`src/rtl/permutation_engine.sv`:
```
// ASCON permutation core: one round (constant add, S-box layer, linear diffusion)
// per clock, running p12 or p6 on a registered 320-bit state under start/done.
package permutation_engine_pkg;
  typedef logic [4:0][63:0] type_state;
endpackage

module substitution_layer
  import permutation_engine_pkg::*;
(
  input  type_state state,
  output type_state result
);
  localparam logic [4:0] SBOX [32] = '{
    5'h04, 5'h0b, 5'h1f, 5'h14, 5'h1a, 5'h15, 5'h09, 5'h02,
    5'h1b, 5'h05, 5'h08, 5'h12, 5'h1d, 5'h03, 5'h06, 5'h1c,
    5'h1e, 5'h13, 5'h07, 5'h0e, 5'h00, 5'h0d, 5'h11, 5'h18,
    5'h10, 5'h0c, 5'h01, 5'h19, 5'h16, 5'h0a, 5'h0f, 5'h17
  };

  logic [4:0] col;
  logic [4:0] sub;

  // Column i gathers bit i of every lane, x0 as the S-box MSB.
  always_comb begin
    result = '0;
    col    = '0;
    sub    = '0;
    for (int unsigned i = 0; i < 64; i++) begin
      col          = {state[0][i], state[1][i], state[2][i], state[3][i], state[4][i]};
      sub          = SBOX[col];
      result[0][i] = sub[4];
      result[1][i] = sub[3];
      result[2][i] = sub[2];
      result[3][i] = sub[1];
      result[4][i] = sub[0];
    end
  end
endmodule

module permutation_engine
  import permutation_engine_pkg::*;
(
  input  logic       clock_i,
  input  logic       resetb_i,
  input  logic       start_i,
  input  logic       mode_i,
  input  type_state  state_i,
  output type_state  state_o,
  output logic       busy_o,
  output logic       done_o,
  output logic [3:0] round_o
);
  typedef enum logic {IDLE, RUN} fsm_t;

  fsm_t       fsm, fsm_next;
  type_state  state_q, added, subbed, diffused;
  logic [3:0] round_q;
  logic       done_q;
  logic       last_round;

  function automatic logic [63:0] ror(input logic [63:0] x, input int unsigned n);
    return (x >> n) | (x << (64 - n));
  endfunction

  assign last_round = (round_q == 4'd11);

  always_ff @(posedge clock_i or negedge resetb_i) begin
    if (!resetb_i) fsm <= IDLE;
    else           fsm <= fsm_next;
  end

  always_comb begin
    fsm_next = fsm;
    case (fsm)
      IDLE:    if (start_i) fsm_next = RUN;
      RUN:     if (last_round) fsm_next = IDLE;
      default: fsm_next = IDLE;
    endcase
  end

  always_comb begin
    busy_o = (fsm == RUN);
  end

  always_comb begin
    added          = state_q;
    added[2][7:0]  = state_q[2][7:0] ^ {4'd15 - round_q, round_q};
  end

  substitution_layer u_sbox (
    .state  (added),
    .result (subbed)
  );

  assign diffused[0] = subbed[0] ^ ror(subbed[0], 19) ^ ror(subbed[0], 28);
  assign diffused[1] = subbed[1] ^ ror(subbed[1], 61) ^ ror(subbed[1], 39);
  assign diffused[2] = subbed[2] ^ ror(subbed[2], 1)  ^ ror(subbed[2], 6);
  assign diffused[3] = subbed[3] ^ ror(subbed[3], 10) ^ ror(subbed[3], 17);
  assign diffused[4] = subbed[4] ^ ror(subbed[4], 7)  ^ ror(subbed[4], 41);

  // The counter is left at 12 after the final round so round_o reads 12 until the next start.
  always_ff @(posedge clock_i or negedge resetb_i) begin
    if (!resetb_i) begin
      state_q <= '0;
      round_q <= '0;
      done_q  <= 1'b0;
    end else begin
      done_q <= 1'b0;
      case (fsm)
        IDLE: if (start_i) begin
          state_q <= state_i;
          round_q <= mode_i ? 4'd6 : 4'd0;
        end
        RUN: begin
          state_q <= diffused;
          round_q <= round_q + 4'd1;
          done_q  <= last_round;
        end
        default: ;
      endcase
    end
  end

  assign state_o = state_q;
  assign done_o  = done_q;
  assign round_o = round_q;
endmodule
```
`config.mk`:
```
export PLATFORM = sky130hd
export DESIGN_NAME = permutation_engine
export DESIGN_NICKNAME = d
export VERILOG_FILES = /design/src/rtl/permutation_engine.sv
export SDC_FILE = /design/constraint.sdc
export NUM_CORES = 1
export LEC_CHECK = 0
export BUFFER_PORTS_ARGS = -buffer_cell sky130_fd_sc_hd__buf_2
export CAP_MARGIN = 10
export CORE_MARGIN = 2
export CORE_UTILIZATION = 52
export DETAILED_ROUTE_END_ITERATION = 12
export PLACE_DENSITY = 0.79
export SETUP_SLACK_MARGIN = 0.15
export SYNTH_ARGS = -nofsm -noshare
export SYNTH_HDL_FRONTEND = slang
export SYNTH_SLANG_ARGS = --single-unit
export TNS_END_PERCENT = 100
```
`constraint.sdc`:
```
create_clock -name clock_i -period 2.55 [get_ports clock_i]
set_clock_uncertainty 0.15 [all_clocks]
set_input_delay 0.51 -clock clock_i [delete_from_list [all_inputs] [get_ports clock_i]]
set_output_delay 0.51 -clock clock_i [all_outputs]
set_load 0.005 [all_outputs]
```
# --- After elaboration in Yosys (flattened, before gate mapping) ---
# Memory sizes are Yosys's and may differ from the RTL's.
# Cells that the tools add are included.
word_totals:
  reg_bits: 326
  mem_bits_ro: 10240
  word_cells: 363
  mem_count: 64
op_classes:
  addsub: 2
  order_cmp: 64
  eq_ne: 2
  muxes: 137
  bitwise: 86
memory_table:
  columns: ["name", "words", "width", "rd", "rd_ports_with_merged_regs", "wr", "line", "rtl"]
  rows:
  - ["(name not given)", 32, 5, 1, 0, 0, "30", "sub = SBOX[col];"]
  - ["(name not given)", 32, 5, 1, 0, 0, "30", null]
  - ["(name not given)", 32, 5, 1, 0, 0, "30", null]
  - ["(name not given)", 32, 5, 1, 0, 0, "30", null]
  - ["(name not given)", 32, 5, 1, 0, 0, "30", null]
  - ["(name not given)", 32, 5, 1, 0, 0, "30", null]
  - ["58 more memories", null, null, null, null, null, null, null]
ops:
  columns: ["operator", "n"]
  rows:
  - ["5-bit two-way mux", 128]
  - ["320-bit case mux with 2 select lines", 1]
  - ["64-bit XOR", 10]
  - ["6-bit greater-or-equal comparator, second input constant", 64]
  - ["5-bit NOT with 6-bit output", 64]
  - ["320-bit two-way mux", 1]
  - ["23-bit by 64-bit bitwise OR with 64-bit output", 1]
  - ["25-bit by 64-bit bitwise OR with 64-bit output", 1]
  - ["3-bit by 64-bit bitwise OR with 64-bit output", 1]
  - ["36-bit by 64-bit bitwise OR with 64-bit output", 1]
  - ["45-bit by 64-bit bitwise OR with 64-bit output", 1]
  - ["47-bit by 64-bit bitwise OR with 64-bit output", 1]
  - ["54-bit by 64-bit bitwise OR with 64-bit output", 1]
  - ["57-bit by 64-bit bitwise OR with 64-bit output", 1]
  - ["58-bit by 64-bit bitwise OR with 64-bit output", 1]
  - ["63-bit by 64-bit bitwise OR with 64-bit output", 1]
  - ["4-bit case mux with 2 select lines", 1]
  - ["8-bit XOR", 1]
  - ["4-bit by 1-bit adder with 4-bit output, second input constant", 1]
  - ["4-bit equality test, second input constant", 1]
  - ["4-bit two-way mux", 1]
  - ["4-bit subtractor, first input constant", 1]
  - ["1-bit two-way mux", 3]
  - ["3-bit two-way mux", 1]
  - ["other kinds (3)", 3]

# --- Depth between registers and ports, before layout ---
# Gate-level depths: netlist of run 1.
depth:
  word_depth: 10
  depth_mapped: 11
  mapped_depth_nobuf: 9

# --- Modules after synthesis ---
# From an unflattened synthesis of run 1, not the netlist that was laid out.
unflattened:
  cells_unflattened: 4281
  area_unflattened_um2: 37213.2
modules_own_cells:
  columns: ["mod", "n_inst", "cells_each", "area_each_um2", "seq_area_each_um2"]
  rows:
  - ["permutation_engine", 1, 2372, 23620.2, 8157.8]
  - ["substitution_layer", 1, 1909, 13593.0, 0.0]

# --- Worst setup path before layout of run 1 ---
# Ideal clock, no wire load.
synth_path:
  kind: "register to register"
  from: "register state_q (netlist bit state_o[251])"
  to: "register state_q (netlist bit state_o[126])"
  setup_time_ns: 0.140
  arrival_time_ns: 2.288
  t_required_ns: 2.260
  path_slack_ns: -0.028
  stages_incl_launch_ff: 11
  n_path_buf: 2
  period_less_slack_ns: 2.578
  path_cell_list: "dfrtp_1 -> inv_1 -> ha_1 -> buf_2 -> xor2_1 -> and3_1 -> or4_1 -> clkbuf_1 -> xnor2_1 -> xnor2_1 -> mux2i_1"
synth_between:
  elab_chain_len: 8
synth_lines:
  columns: ["element", "line", "rtl"]
  rows:
  - ["start, declared", "56", "type_state state_q, added, subbed, diffused;"]
  - ["start signal, assigned", "111", "state_q <= state_i;"]
  - ["start signal, assigned", "115", "state_q <= diffused;"]
  - ["5-bit NOT with 6-bit output (implied by the code)", "30", null]
  - ["memory 32 x 5 bit", null, null]
  - ["5-bit two-way mux (implied by the code) (2 in a row)", "30", null]
  - ["3-bit by 64-bit bitwise OR with 64-bit output", "62", "return (x >> n) | (x << (64 - n));"]
  - ["64-bit XOR (2 in a row)", "96", "assign diffused[1] = subbed[1] ^ ror(subbed[1], 61) ^ ror(subbed[1], 39);"]
  - ["320-bit case mux with 2 select lines", "109", "case (fsm)"]
# No other way between the ends. The select of a mux whose other input is x is not followed.
# A chain may end at the register's enable or synchronous reset.

# --- Worst setup path after layout of run 1 ---
layout_path:
  from: "register state_q (netlist bit state_o[221])"
  to: "register state_q (netlist bit state_o[29])"
layout_between:
  elab_chain_len: 7
layout_lines:
  columns: ["element", "line", "rtl"]
  rows:
  - ["5-bit NOT with 6-bit output (implied by the code)", "30", null]
  - ["memory 32 x 5 bit", null, null]
  - ["5-bit two-way mux (implied by the code) (2 in a row)", "30", null]
  - ["64-bit XOR (2 in a row)", "95", "assign diffused[0] = subbed[0] ^ ror(subbed[0], 19) ^ ror(subbed[0], 28);"]
  - ["320-bit case mux with 2 select lines", "109", null]
# No other way between the ends. The select of a mux whose other input is x is not followed.

==> results of run 1 <==
## per-stage QoR
stage | hold slack [ns] | utilization [%] | setup TNS, ns | std cells
2_1_floorplan | 0.0644 | - | 0 | 3830
4_1_cts | 0.0296 | 69.2 | 0 | 5798
3_5_place_dp | 0.290 | 65.9 | -0.437 | 5713
6_report | 0.0383 | 71.9 | 0 | 5847
3_3_place_gp | 0.287 | 65.9 | -0.434 | 5713
5_1_grt | 0.0621 | 71.9 | 0 | 5846
## flip-flops by register name (all words and copies together) (netlist names)
name	count
state_o	320
round_o	4
busy_o	1
done_o	1
## worst min-delay path by stage
stage / start / to / slack (ns) / depth (start not counted)
after global routing: state_i[121] / state_o[121] / 0.06 / 3
final: state_i[121] / state_o[121] / 0.04 / 3
after CTS: state_i[246] / state_o[246] / 0.03 / 3
after global placement: resetb_i / state_o[312] / 0.29 / 1
after detailed placement: resetb_i / state_o[312] / 0.29 / 1
after floorplan: resetb_i / busy_o / 0.06 / 0
## tightest hold or removal path, delay by kind of cell
family / cells / cell delay (ns)
compound gates: 1 / 0.10
buf+inv: 1 / 0.08
mux: 1 / 0.06
## per-layer routing
| layer | share of wire [%] | vias up | global-route usage [%] |
|---|---|---|---|
| met5 | 0.024 | - | 0 |
| met4 | 8.2 | 6 | 30.3 |
| met3 | 11 | 606 | 9.50 |
| met2 | 44 | 2425 | 70.7 |
| met1 | 37 | 16800 | 58.9 |
| li1 | - | 14900 | - |
## area by class of cell
class | count | share of cell area (%)
sequential | 326 | 18.1
clock inverter | 19 | 0.775
timing repair buffer | 1319 | 19.2
antenna | 1 | 0.00552
tap | 846 | 2.33
clock buffer | 55 | 2.72
inverter | 202 | 1.68
multi-input combinational | 3079 | 55.2
## synthesized netlist by cell type, types with 14 or more instances
cell      instances
a21o_1           25
and3_1           24
dfrtp_1         326
nor2b_1          31
o21ai_0         344
maj3_1           26
buf_1            54
xnor2_1         553
clkbuf_1        130
inv_1           201
a211o_1          25
buf_2            35
a211oi_1         17
mux2i_1         382
or3_1            17
nand2b_1         14
xor2_1          344
nand3_1          36
nand2_1         329
nor2_1          183
ha_1            341
a21oi_1         198
nor3_1          121
## cell families after synthesis
| family | count (synthesis) | share of synthesized area, % |
|---|---|---|
| DFF | 326 | 24.5 |
| AOI/OAI and AO/OA | 640 | 10.4 |
| buffers and inverters | 425 | 4.95 |
| xor gates and xnor gates | 909 | 24.2 |
| and+or+nand+nor | 769 | 10.1 |
| muxes | 392 | 12.1 |
| adders and majority gates | 369 | 13.7 |
## what timing repair did
| action | in CTS | in global routing |
|---|---|---|
| setup endpoints to repair | 53 | 145 |
| buffers inserted | 10 | 48 |
| pin swaps | 9 | 38 |
| gates cloned | 0 | 0 |
| endpoints found under the hold margin | 29 | 0 |
| hold buffers | 1 | 0 |
| resized for setup | 70 | 251 |
==> out/results.txt, run 1 <==
status = complete, no violations
sum of buffers and inverters on the critical path = 3
Worst R2R End = state_o[29]
max_cap viols = 0
Max Fclk = 410 MHz
Yosys top cell area share = 24.5%
GR Overflow Total = 0
# DRC = 0
DR WL/cell = 27.3 µm
fin nets = 5635
area occupied by multi-input gates = 25000 µm²
fin crit share = 95.7%
Clock Pin Slew Worst Setup and Hold Paths = 0.06 ns
initial antenna violation count = 4
cell count after synthesis = 3830
drt first-iter violations = 4408
die boundary width = 257 µm
vias in the first global route = 32200
GP Congestion = 1.11
CTS tree = yes
Syn Area/Cell = 8.68 µm²
Initial DRT Pass Iterations = 6
commonest non-fill, non-tap cells in the layout = 647 x buf_2, 631 x buf_4, 490 x xnor2_1, 381 x mux2i_1, 332 x o21ai_0
Top delay family on crit path = XOR/XNOR gates
FF-to-FF path depth = 11
crit path max-delay cell type = dfrtp_1
Final WS setup = 0.109 ns
first-pass GRT wire length = 222000 µm
Slew Viols, Final = 0
synthesized area = 33200 µm²
clock buffer count from CTS = 42
Top Ports = 650
Slew @ Worst Pin = 0.849 ns
Max stage delay on crit path = 0.36 ns
WP data required = 2.89 ns
Core Area = 63100 µm²
routed vias = 34800
Worst Setup End Kind = register
final setup vio count = 0
crit path launch = state_o[221]
most common cell after layout, fill and taps aside = buf_2
crit path to = state_o[29]
Post-synth EDFFs = 0
Area after DPL = 41600 µm²
#FFs+latches synth = 326
HPWL after DPL = 129000 µm
Net Count, Synth = 4495
row count = 92
clock buffer depth = 3
CTS sink count = 326
# fillers = 4778
synth unique cells = 54
WP depth = 11
dominant cells by area after synthesis = dfrtp_1 25%, xnor2_1 15%, ha_1 13%, mux2i_1 12%, xor2_1 9.1%
Worst Hold Class = primary input to register
Tot GR Track Use = 46.1%
prevailing post-synth register cell = dfrtp_1
Setup crit start kind = register
final hold vios = 0
Register Area = 8200 µm²
Detail Route Antenna Nets = 0
RSZ-0062 raised after global routing = yes
max_slew headroom = 42.8%
synthesis-to-finish area growth = 36.4%
CP Class = register to register
share of layout cells above drive strength 1 = 33.7%
fin crit period = 2.44 ns
critical path arrival = 2.78 ns
die area = 66000 µm²
Root Driver = clkbuf_16
crit-path most repeated cell = buf_4
worst path cell trace = inv_1, buf_4, ha_1, xor2_1, nor2_1, a21oi_1, buf_4, xnor2_1, xnor2_2, nand2_1, o21ai_0
I/O Buffers = 649
htree depth = 2
Starting Density = 52.7%
insertion delay to the later sink of the worst-skew pair = 0.61 ns
Worst R2R Start = state_o[221]
async set-reset flop share out of synthesis = 100%
Design Area, Final = 45300 µm²
r2r setup slk = 0.11 ns
crit-path max FO = 5
dpl ws = -0.230 ns
vias per cell = 5.94
Synthesis Warnings = 0
largest net degree at the start of global routing = 66
Die H = 257 µm
sequential element share of the synthesized area = 24.5%
cell type with the largest total area after synthesis = dfrtp_1
Total Wirelength = 160000 µm
Power of run 1 is not shown: default switching activity piles up to over one toggle a cycle in this logic, so the estimate is an artifact.
==> inputs of run 2 (changes only) <==
--- a/config.mk
+++ b/config.mk
@@ -7,11 +7,12 @@
 export LEC_CHECK = 0
 export BUFFER_PORTS_ARGS = -buffer_cell sky130_fd_sc_hd__buf_2
 export CAP_MARGIN = 10
-export CORE_MARGIN = 2
-export CORE_UTILIZATION = 52
+export CORE_AREA = 2 2 250 252
+export CTS_CLUSTER_SIZE = 20
 export DETAILED_ROUTE_END_ITERATION = 12
+export DIE_AREA = 0 0 252 254
 export PLACE_DENSITY = 0.79
-export SETUP_SLACK_MARGIN = 0.15
+export SETUP_SLACK_MARGIN = 0.3
 export SYNTH_ARGS = -nofsm -noshare
 export SYNTH_HDL_FRONTEND = slang
 export SYNTH_SLANG_ARGS = --single-unit
==> constraint.sdc (replaced) <==
create_clock -name clock_i -period 2.7 [get_ports clock_i]
set_clock_uncertainty 0.15 [all_clocks]
set_input_delay 0.54 -clock clock_i [delete_from_list [all_inputs] [get_ports clock_i]]
set_output_delay 0.54 -clock clock_i [all_outputs]
set_load 0.005 [all_outputs]
==> out/results.txt, run 2 (synthesis gave the netlist of run 1 again) <==
CTS tree = yes
critical path arrival = 2.72 ns (-0.06 ns)
routed vias = 33700 (-2.9%)
status = complete, no violations
vias per cell = 5.95 (+0.11%)
Max Fclk = 414 MHz (+0.94%)
Slew Viols, Final = 0 (unchanged)
drt first-iter violations = 3960 (-10%)
Final WS setup = 0.282 ns (+0.173 ns)
Core Area = 61300 µm² (-2.9%)
die boundary width = 252 µm (-1.9%)
row count = 91 (-1.1%)
share of layout cells above drive strength 1 = 32.0% (-1.7 points)
setup_tns = 0 ns (unchanged)
most common cell after layout, fill and taps aside = buf_2
fin crit share = 89.6% (-6.2 points)
insertion delay to the later sink of the worst-skew pair = 0.60 ns (about the same)
Starting Density = 54.3% (+1.6 points)
crit-path max FO = 5 (unchanged)
CP Class = register to register
clock buffer depth = 3 (unchanged)
Initial DRT Pass Iterations = 8 (+2)
max_cap viols = 0 (unchanged)
fin crit period = 2.42 ns (-0.0227 ns)
final setup vio count = 0 (unchanged)
Setup crit start kind = register
GP Congestion = 1.11 (+0.26%)
RSZ-0062 raised after global routing = yes
htree depth = 2 (unchanged)
DR WL/cell = 27.5 µm (+0.45%)
fin nets = 5512 (-2.2%)
vias in the first global route = 30900 (-3.8%)
Detail Route Antenna Nets = 0 (unchanged)
# DRC = 0 (unchanged)
max_slew headroom = 47.1% (+4.3 points)
Slew @ Worst Pin = 0.786 ns (-0.0632 ns)
Worst Setup End Kind = register
Clock Pin Slew Worst Setup and Hold Paths = 0.06 ns (about the same)
GR Overflow Total = 0 (unchanged)
dpl ws = -0.154 ns (+0.0755 ns)
die area = 64000 µm² (-2.9%)
first-pass GRT wire length = 215000 µm (-3.0%)
Top Ports = 650 (unchanged)
synthesis-to-finish area growth = 32.4%
WP data required = 3.01 ns (+0.12 ns)
max reg flops = 320 (unchanged)
initial antenna violation count = 2 (-2)
HPWL after DPL = 126000 µm (-2.9%)
commonest non-fill, non-tap cells in the layout = 647 x buf_2, 517 x xnor2_1, 517 x buf_4, 381 x mux2i_1, 336 x o21ai_0
Total Wirelength = 156000 µm (-2.6%)
Tot GR Track Use = 46.7% (+0.58 points)
Die H = 254 µm (-1.1%)
I/O Buffers = 649 (unchanged)
Root Driver = clkbuf_16
clock buffer count from CTS = 42 (unchanged)
Worst Hold Class = primary input to register
largest net degree at the start of global routing = 72 (+9.1%)
final hold vios = 0 (unchanged)
CTS sink count = 326 (unchanged)
==> run 2: path summary, 6_finish.rpt <==
check                                   from      endpoint  slack [ns]  depth (start not counted)
worst max-delay path            state_o[110]  state_o[113]        0.28                          8
worst min register to register  state_o[242]  state_o[242]        0.46                          2
worst min-delay path            state_i[108]  state_o[108]        0.07                          3
max in group asynchronous           resetb_i  state_o[143]        1.20                          3
worst max register to register  state_o[110]  state_o[113]        0.28                          8
min in group asynchronous           resetb_i  state_o[312]        0.37                          2
==> run 2: area by class of cell <==
class                           count  area [µm²]
Sequential cell                   326        8220
Clock inverter                     13         181
Multi-Input combinational cell   3079       24900
Inverter                          202         766
Tap cell                          790         988
Clock buffer                       63        1260
Fill cell                        4706       17300
Timing Repair Buffer             1196        7690
Antenna cell                        1        2.50
==> run 2: layer usage <==
metal	wire length [µm]	track usage, %	vias up
met5	15	0	-
met4	13300	32.0	2
met3	16000	8.77	577
met2	67700	71.5	2173
met1	58800	59.8	16300
li1	-	-	14700
==> run 2: timing repair <==
item,CTS,global route
pin swaps,11,29
resized for setup,94,225
hold endpoints to repair,47,0
setup buffers,12,73
hold buffers,1,0
endpoints found under the setup margin,67,141
==> run 2: critical path, stage by stage (launching register included) <==
cell     delay, ns
dfrtp_2       0.45
inv_1         0.08
maj3_1        0.37
a21o_1        0.23
xor2_2        0.19
buf_6         0.20
xor2_4        0.32
xnor2_1       0.17
mux2i_1       0.09
==> run 2: per-stage QoR <==
stage	area (µm²)	cells	utilization, %	hold WS [ns]
floorplan	33300	3830	-	0.0944
global placement	40300	5507	65.9	0.386
detailed placement	40300	5507	65.9	0.394
CTS	42400	5596	69.2	0.0664
global route	44000	5670	71.8	0.102
finish	44000	5670	71.8	0.0702
Power of run 2 is left out for the same reason.
